===== src/rtl/sync_fifo_pkg.sv =====
// Shared defaults and pointer/count typedefs for the single-clock FIFO.
// The typedefs are sized for the default ADDRSIZE.
package sync_fifo_pkg;
    localparam int unsigned DEF_DATASIZE = 8;
    localparam int unsigned DEF_ADDRSIZE = 9;

    typedef logic [DEF_ADDRSIZE:0] ptr_t;
    typedef logic [DEF_ADDRSIZE:0] count_t;

    function automatic int unsigned fifo_depth(input int unsigned asz);
        return 32'd1 << asz;
    endfunction
endpackage


===== src/rtl/sync_fifo_mem.sv =====
// 2^ADDRSIZE x DATASIZE storage with one write and one read port.
// SYNC_FIFO_FWFT_EN selects a combinational read port; the default is registered.
module sync_fifo_mem #(
    parameter int unsigned DATASIZE = 8,
    parameter int unsigned ADDRSIZE = 9
) (
    input  logic                clk,
    input  logic                rst,
    input  logic                we,
    input  logic [ADDRSIZE-1:0] waddr,
    input  logic [DATASIZE-1:0] wdata,
    input  logic                re,
    input  logic [ADDRSIZE-1:0] raddr,
    output logic [DATASIZE-1:0] rdata
);
    logic [DATASIZE-1:0] mem [2**ADDRSIZE];

    // Array is deliberately not reset; only the pointers define valid contents.
    always_ff @(posedge clk) begin
        if (we) mem[waddr] <= wdata;
    end

`ifdef SYNC_FIFO_FWFT_EN
    assign rdata = mem[raddr];

    logic unused_rd_ctl;
    assign unused_rd_ctl = rst ^ re;
`else
    always_ff @(posedge clk) begin
        if (rst)     rdata <= '0;
        else if (re) rdata <= mem[raddr];
    end
`endif
endmodule


===== src/rtl/sync_fifo_param.sv =====
// Single-clock FIFO with thresholds, occupancy count and sticky error flags.
// Define SYNC_FIFO_FWFT_EN for first-word-fall-through reads.
module sync_fifo_param
    import sync_fifo_pkg::*;
#(
    parameter int unsigned DATASIZE  = DEF_DATASIZE,
    parameter int unsigned ADDRSIZE  = DEF_ADDRSIZE,
    parameter int unsigned AFULL_TH  = fifo_depth(ADDRSIZE) - 4,
    parameter int unsigned AEMPTY_TH = 4
) (
    input  logic                clk,
    input  logic                rst,
    input  logic                winc,
    input  logic [DATASIZE-1:0] wdata,
    output logic                wfull,
    output logic                walmost_full,
    input  logic                rinc,
    output logic [DATASIZE-1:0] rdata,
    output logic                rempty,
    output logic                ralmost_empty,
    output logic [ADDRSIZE:0]   count,
    output logic                overflow,
    output logic                underflow
);
    if (!(AEMPTY_TH < AFULL_TH && AFULL_TH <= fifo_depth(ADDRSIZE))) begin : g_bad_th
        $error("sync_fifo_param: need AEMPTY_TH < AFULL_TH <= 2**ADDRSIZE");
    end

    localparam logic [ADDRSIZE:0] ONE_C    = {{ADDRSIZE{1'b0}}, 1'b1};
    localparam logic [ADDRSIZE:0] DEPTH_C  = {1'b1, {ADDRSIZE{1'b0}}};
    localparam logic [ADDRSIZE:0] AFULL_C  = AFULL_TH[ADDRSIZE:0];
    localparam logic [ADDRSIZE:0] AEMPTY_C = AEMPTY_TH[ADDRSIZE:0];

    logic [ADDRSIZE:0] wptr, rptr;
    logic              wen, ren;

    // Acceptance uses only registered flags, so no winc/rinc -> flag path exists.
    assign wen = winc && !wfull;
    assign ren = rinc && !rempty;

    always_ff @(posedge clk) begin
        if (rst) begin
            wptr      <= '0;
            rptr      <= '0;
            count     <= '0;
            overflow  <= 1'b0;
            underflow <= 1'b0;
        end else begin
            if (wen) wptr <= wptr + ONE_C;
            if (ren) rptr <= rptr + ONE_C;
            if (wen && !ren)      count <= count + ONE_C;
            else if (ren && !wen) count <= count - ONE_C;
            if (winc && wfull)  overflow  <= 1'b1;
            if (rinc && rempty) underflow <= 1'b1;
        end
    end

    assign wfull         = (count == DEPTH_C);
    assign rempty        = (count == '0);
    assign walmost_full  = (count >= AFULL_C);
    assign ralmost_empty = (count <= AEMPTY_C);

    sync_fifo_mem #(
        .DATASIZE (DATASIZE),
        .ADDRSIZE (ADDRSIZE)
    ) u_mem (
        .clk   (clk),
        .rst   (rst),
        .we    (wen),
        .waddr (wptr[ADDRSIZE-1:0]),
        .wdata (wdata),
        .re    (ren),
        .raddr (rptr[ADDRSIZE-1:0]),
        .rdata (rdata)
    );
endmodule


===== config.mk =====
export PLATFORM = sky130hd
export DESIGN_NAME = sync_fifo_param
export DESIGN_NICKNAME = d
export VERILOG_FILES = /design/src/rtl/sync_fifo_pkg.sv /design/src/rtl/sync_fifo_mem.sv /design/src/rtl/sync_fifo_param.sv
export SDC_FILE = /design/constraint.sdc
export NUM_CORES = 2
export LEC_CHECK = 0
export BUFFER_PORTS_ARGS = -buffer_cell sky130_fd_sc_hd__buf_2
export CORE_MARGIN = 5
export CORE_UTILIZATION = 28
export DETAILED_ROUTE_END_ITERATION = 10
export PLACE_DENSITY_LB_ADDON = 0.1
export SKIP_CTS_REPAIR_TIMING = 1
export SLEW_MARGIN = 20
export SYNTH_ARGS = -nofsm -noshare
export SYNTH_HDL_FRONTEND = slang
export SYNTH_SLANG_ARGS = --single-unit

===== constraint.sdc =====
create_clock -name clk -period 5.19 [get_ports clk]
set_input_delay 0.519 -clock clk [delete_from_list [all_inputs] [get_ports clk]]
set_output_delay 0.519 -clock clk [all_outputs]
set_load 0.01 [all_outputs]

* Word-level counts from Yosys, hierarchy flattened
Memories as Yosys holds them, arrays and structs flattened. A register that Yosys moved wholly into a read port is not among the register bits.
Cells that the tools add are included.
** Word-level totals
- Flip-flop bits (word level) :: 32
- RAM bits :: 4096
- Input port bits :: 12
- Output and inout bits :: 24
- Word-level logic and storage cells :: 29
- Memories kept :: 1
** Cells by class
- Add/subtract/negate cells :: 4
- Magnitude comparators :: 2
- Eq/ne operators :: 1
- Multiplexer cells :: 4
- Reduce and logical (&&, ||, !) cells :: 12
** Memory list
- u_mem.mem :: depth 512, bits a word 8, rd ports 1, clocked after Yosys merged registers in 1, write ports 1, RTL line sync_fifo_mem.sv:16 : logic [DATASIZE-1:0] mem [2**ADDRSIZE];
** Operator list (count)
- $add 10x1->10 const B :: 3
- $mux 10 :: 2
- $eq 10x10->1 const B :: 1
- $ge 10x9->1 const B :: 1
- $le 10x3->1 const B :: 1
- $logic_not 10->1 :: 1
- $sub 10x1->10 const B :: 1
- $logic_and 1x1->1 :: 6
- $logic_not 1->1 :: 4
- $mux 1 :: 2
- $reduce_bool 2->1 :: 1

* Logic depth before layout (Yosys ltp)
- Depth after elaboration :: 7
- Gate-level depth with buffers :: 17
- Depth with buffers taken out :: 16

* Hierarchy
A second synthesis with hierarchy kept.
** Second synthesis, totals
- Cells, all modules :: 7609
- Area total of the unflattened synthesis :: 161656.3 um2
** Modules (own cells, without submodules)
- sync_fifo_mem :: instances 1, cells an instance 7391, area an instance 159767.0 um2, sequential area each 123158.1 um2
- sync_fifo_param :: instances 1, cells an instance 218, area an instance 1889.3 um2, sequential area each 600.6 um2

* Worst setup path after synthesis
Ideal clock, no wire load.
- Path kind :: register -> register
- From :: register count[4]
- To :: register count[8]
- Library setup time :: 130 ps
- Data arrival time :: 3289 ps
- Required time :: 5060 ps
- Slack :: 1770 ps
- Stages on the path, launching flop included :: 18
- Path buffers :: 1
- Clock period less this slack :: 3420 ps
- Path through :: dfxtp_1 -> nor4_1 -> nand3_1 -> nor2_1 -> nor2b_1 -> clkbuf_1 -> inv_1 -> ha_1 -> inv_1 -> fa_1 -> a21o_1 -> a21oi_1 -> o21bai_1 -> a21oi_1 -> o21bai_1 -> a21oi_1 -> xor2_1 -> o22ai_1
** Between the ends
- Cells in the longest elaborated chain, start to end :: 6
- Elaborated cells on any way between the ends :: 15
- Those cells by class :: 2 x add/sub; 1 x eq/ne; 2 x mux; 10 x reduce/logical
** RTL lines
- start, declared :: RTL line sync_fifo_param.sv:21 : output logic [ADDRSIZE:0] count,
- start signal, assigned :: RTL line sync_fifo_param.sv:51 : if (wen && !ren) count <= count + ONE_C;
- start signal, assigned :: RTL line sync_fifo_param.sv:52 : else if (ren && !wen) count <= count - ONE_C;
- $logic_not 10->1 (*) :: RTL line sync_fifo_param.sv:59 : assign rempty = (count == '0);
- net rempty :: RTL line sync_fifo_param.sv:19 : output logic rempty,
- $logic_not 1->1 (*) :: RTL line sync_fifo_param.sv:39 : assign ren = rinc && !rempty;
- $logic_and 1x1->1 (*) :: RTL line sync_fifo_param.sv:39
- $logic_not 1->1 :: RTL line sync_fifo_param.sv:51
- $logic_and 1x1->1 :: RTL line sync_fifo_param.sv:51
- $mux 10 or $reduce_bool 2->1 (tied branches)
The timed path passes the listed nets; every way through them passes the cells marked *. The select of a mux whose other input is x is not followed.
A chain may end at the register's enable or synchronous reset.

==> metrics.txt <==
maximum vdd drop around 300 uV; Synth async-reset ratio 0; flops & latches, synth a little over 4000; largest net degree at the start of global routing between 100 and 150; hold path cells 1; Vias/cell 5.068; WL final 579100 um; post-route cell area roughly 190000 sq um; Synth top area share 0.7593; syn_nets a little over 8000; synth unique cells between 80 and 90; wire length per cell around 35 um; Final Non-Filler Cells around 17000; initial antenna violation count 43; Critical Path Fanout Max 36; Post-DP Area around 170000 sq um; Mapped Cells between 8000 and 9000; FF-to-FF setup slack around 400 ps; Num CTS Buffers 460; Final #Nets between 8000 and 9000; Leak roughly 57 nW; CP Capture Type flip-flop; pre-CTS setup slack ~520 ps; Num Clock Sinks roughly 4100; worst slew pin tran between 1000 and 1500 ps; drt pass-1 iters 8; Worst R2R End u_mem.rdata[1]; status complete, no violations; Initial Utilization 0.2807; relative slew slack 0.1084; Synth Area per Inst 20.19 sq um; I/O Buffers 35; total power between 80 and 90 mW; row count approximately 280; Worst Reg-to-Reg Cells 9; DRC Markers 0; Worst Setup Path Type reg -> reg; Final period util 0.9233; Post-synth EDFFs approximately 4100; sequential area share after synthesis 0.7640; post-route ant nets 0; Slew Viols, Final 0; Critical Path RT 6100 ps; Starting DRT DRC Count between 8000 and 9000; Area Overhead vs Synth 16.63%; GRT overflow 0; hold_sp wdata[3]; vias after detailed routing between 80000 and 90000; min-delay worst type in -> reg; global-route wire length before repair 782300 um; final hold slack between 40 and 50 ps; Main synth FF type edfxtp_1; Warnings, synthesis 0; vias in the first global route around 86000; Inst Count DP roughly 16000; fin util 0.3274; Die Y between 700 and 800 um; post-layout min period 4792 ps; number of max-cap violations 0; final hold vios 0; Final GP Congestion approximately 0.80; Core Region just under 600000 sq um; PwrDens approximately 450 nW/um^2; CTS tree done; Max Clk Rate 208.7 MHz; Worst R2R Start rptr[0]; Ports 36; Setup TNS 0 ps; leading area contributor after synthesis edfxtp_1; Clock transition at path regs ~60 ps; final setup vio count 0; GRT Overall Usage 0.1906; share of cells above drive strength 1 0.2343; worst-skew pair later-pin latency between 1000 and 1500 ps; Final WS setup ~400 ps; Longest Clk Path Bufs 4; die width slightly below 800 um; post-DP HPWL approximately 370000 um; synth top area cells edfxtp_1 (76%), mux4_2 (11%), mux2i_1 (3.1%), nor2_1 (1.5%), o221ai_1 (0.97%); Startpoint Class flip-flop; die area between 500000 and 600000 sq um; crit path DAT 5700 ps; Clock Skew roughly 100 ps; H-tree levels 5; CTS root buffer clkbuf_16; Hold Crit Endpoint u_mem.mem[434][3]; Syn Std Cell Area between 150000 and 200000 sq um; RSZ-0062 raised after global routing no
final cells by class:
type                            instances  area (sq um)
Clock buffer                          580         12230
Fill cell                           54860        388100
Tap cell                             7727          9668
Multi-Input combinational cell       3361         35280
Antenna cell                           10         25.02
Timing Repair Buffer                  514          5076
Inverter                               18         85.08
Sequential cell                      4134        123800
Clock inverter                        278          2778
power by group:
| group | switching (mW) | internal, mW | total [mW] |
|---|---|---|---|
| logic | 8.59 | 6.16 | 14.8 |
| registers | 0.232 | 36.8 | 37.0 |
| clock network | 13.8 | 18.9 | 32.7 |
cells by family after synthesis:
kind of cell               count (synthesis)  synth area share
buffers and inverters                    527           0.02052
and+or+nand+nor                         1162           0.03087
xor gates and xnor gates                  23          0.001244
AOI/OAI and AO/OA                        806           0.03488
adders and majority gates                 15          0.001205
muxes                                   1355            0.1473
DFF                                     4134            0.7640
registers in the layout, summed over array words and instances, names as in the netlist:
name and cells:
u_mem.rdata 8, overflow 1, wptr 9, u_mem.mem 4096, underflow 1, count 10, rptr 9
routing by layer:
metal  wire length (um)  GRT usage
met2             277300     0.3136
met5                  0          0
met4              12730    0.03893
met1             262600     0.2720
met3              26550    0.02352
placed cells by master (no fill, tap or decap), types with 21 or more instances in the layout:
cell | synthesis | layout
a31oi_1 | 27 | 27
bufinv_16 | 0 | 46
o221ai_1 | 180 | 180
clkbuf_16 | 0 | 468
nand2_1 | 221 | 203
nor3_1 | 56 | 54
nor2_1 | 652 | 635
a21oi_1 | 163 | 163
o21ai_0 | 73 | 72
edfxtp_1 | 4096 | 4096
clkinv_1 | 4 | 108
mux2i_1 | 508 | 508
nand3_1 | 70 | 70
nor4_1 | 22 | 21
nand4_1 | 22 | 22
buf_2 | 110 | 27
clkbuf_1 | 229 | 102
clkinv_2 | 0 | 83
clkinvlp_4 | 0 | 21
buf_4 | 31 | 374
o22ai_1 | 139 | 139
a211oi_1 | 30 | 28
mux4_2 | 811 | 811
dfxtp_1 | 38 | 31
a22oi_1 | 43 | 43
mux2_2 | 27 | 27
buf_12 | 21 | 96
worst max-delay path by stage:
stage,slack [ps],depth (start not counted),startpoint,end
final,400,9,rptr[0],u_mem.rdata[1]
after global placement,-300,9,rptr[2],u_mem.rdata[5]
after CTS,490,11,rptr[0],u_mem.rdata[5]
after floorplan,1770,17,count[4],count[8]
after detailed placement,520,9,rptr[0],u_mem.rdata[1]
after global routing,450,16,count[4],count[9]
Yosys cell counts, drive strengths merged, types with 43 or more instances:
cell,count
mux4,818
o221ai,180
buf,280
o21ai,81
nor2,652
mux2i,508
nand2,221
nand3,70
clkbuf,229
nor3,56
a22oi,43
edfxtp,4096
a21oi,163
o22ai,139
worst max-delay path, cell delays in order (launching register included):
cell	delay (ps)
dfxtp_4	830
buf_12	360
buf_4	340
mux4_2	530
nand2_1	110
and3_1	160
a31oi_1	150
a22oi_1	820
o221ai_1	720
o311a_1	510
Power figures use the tool's default switching activity.
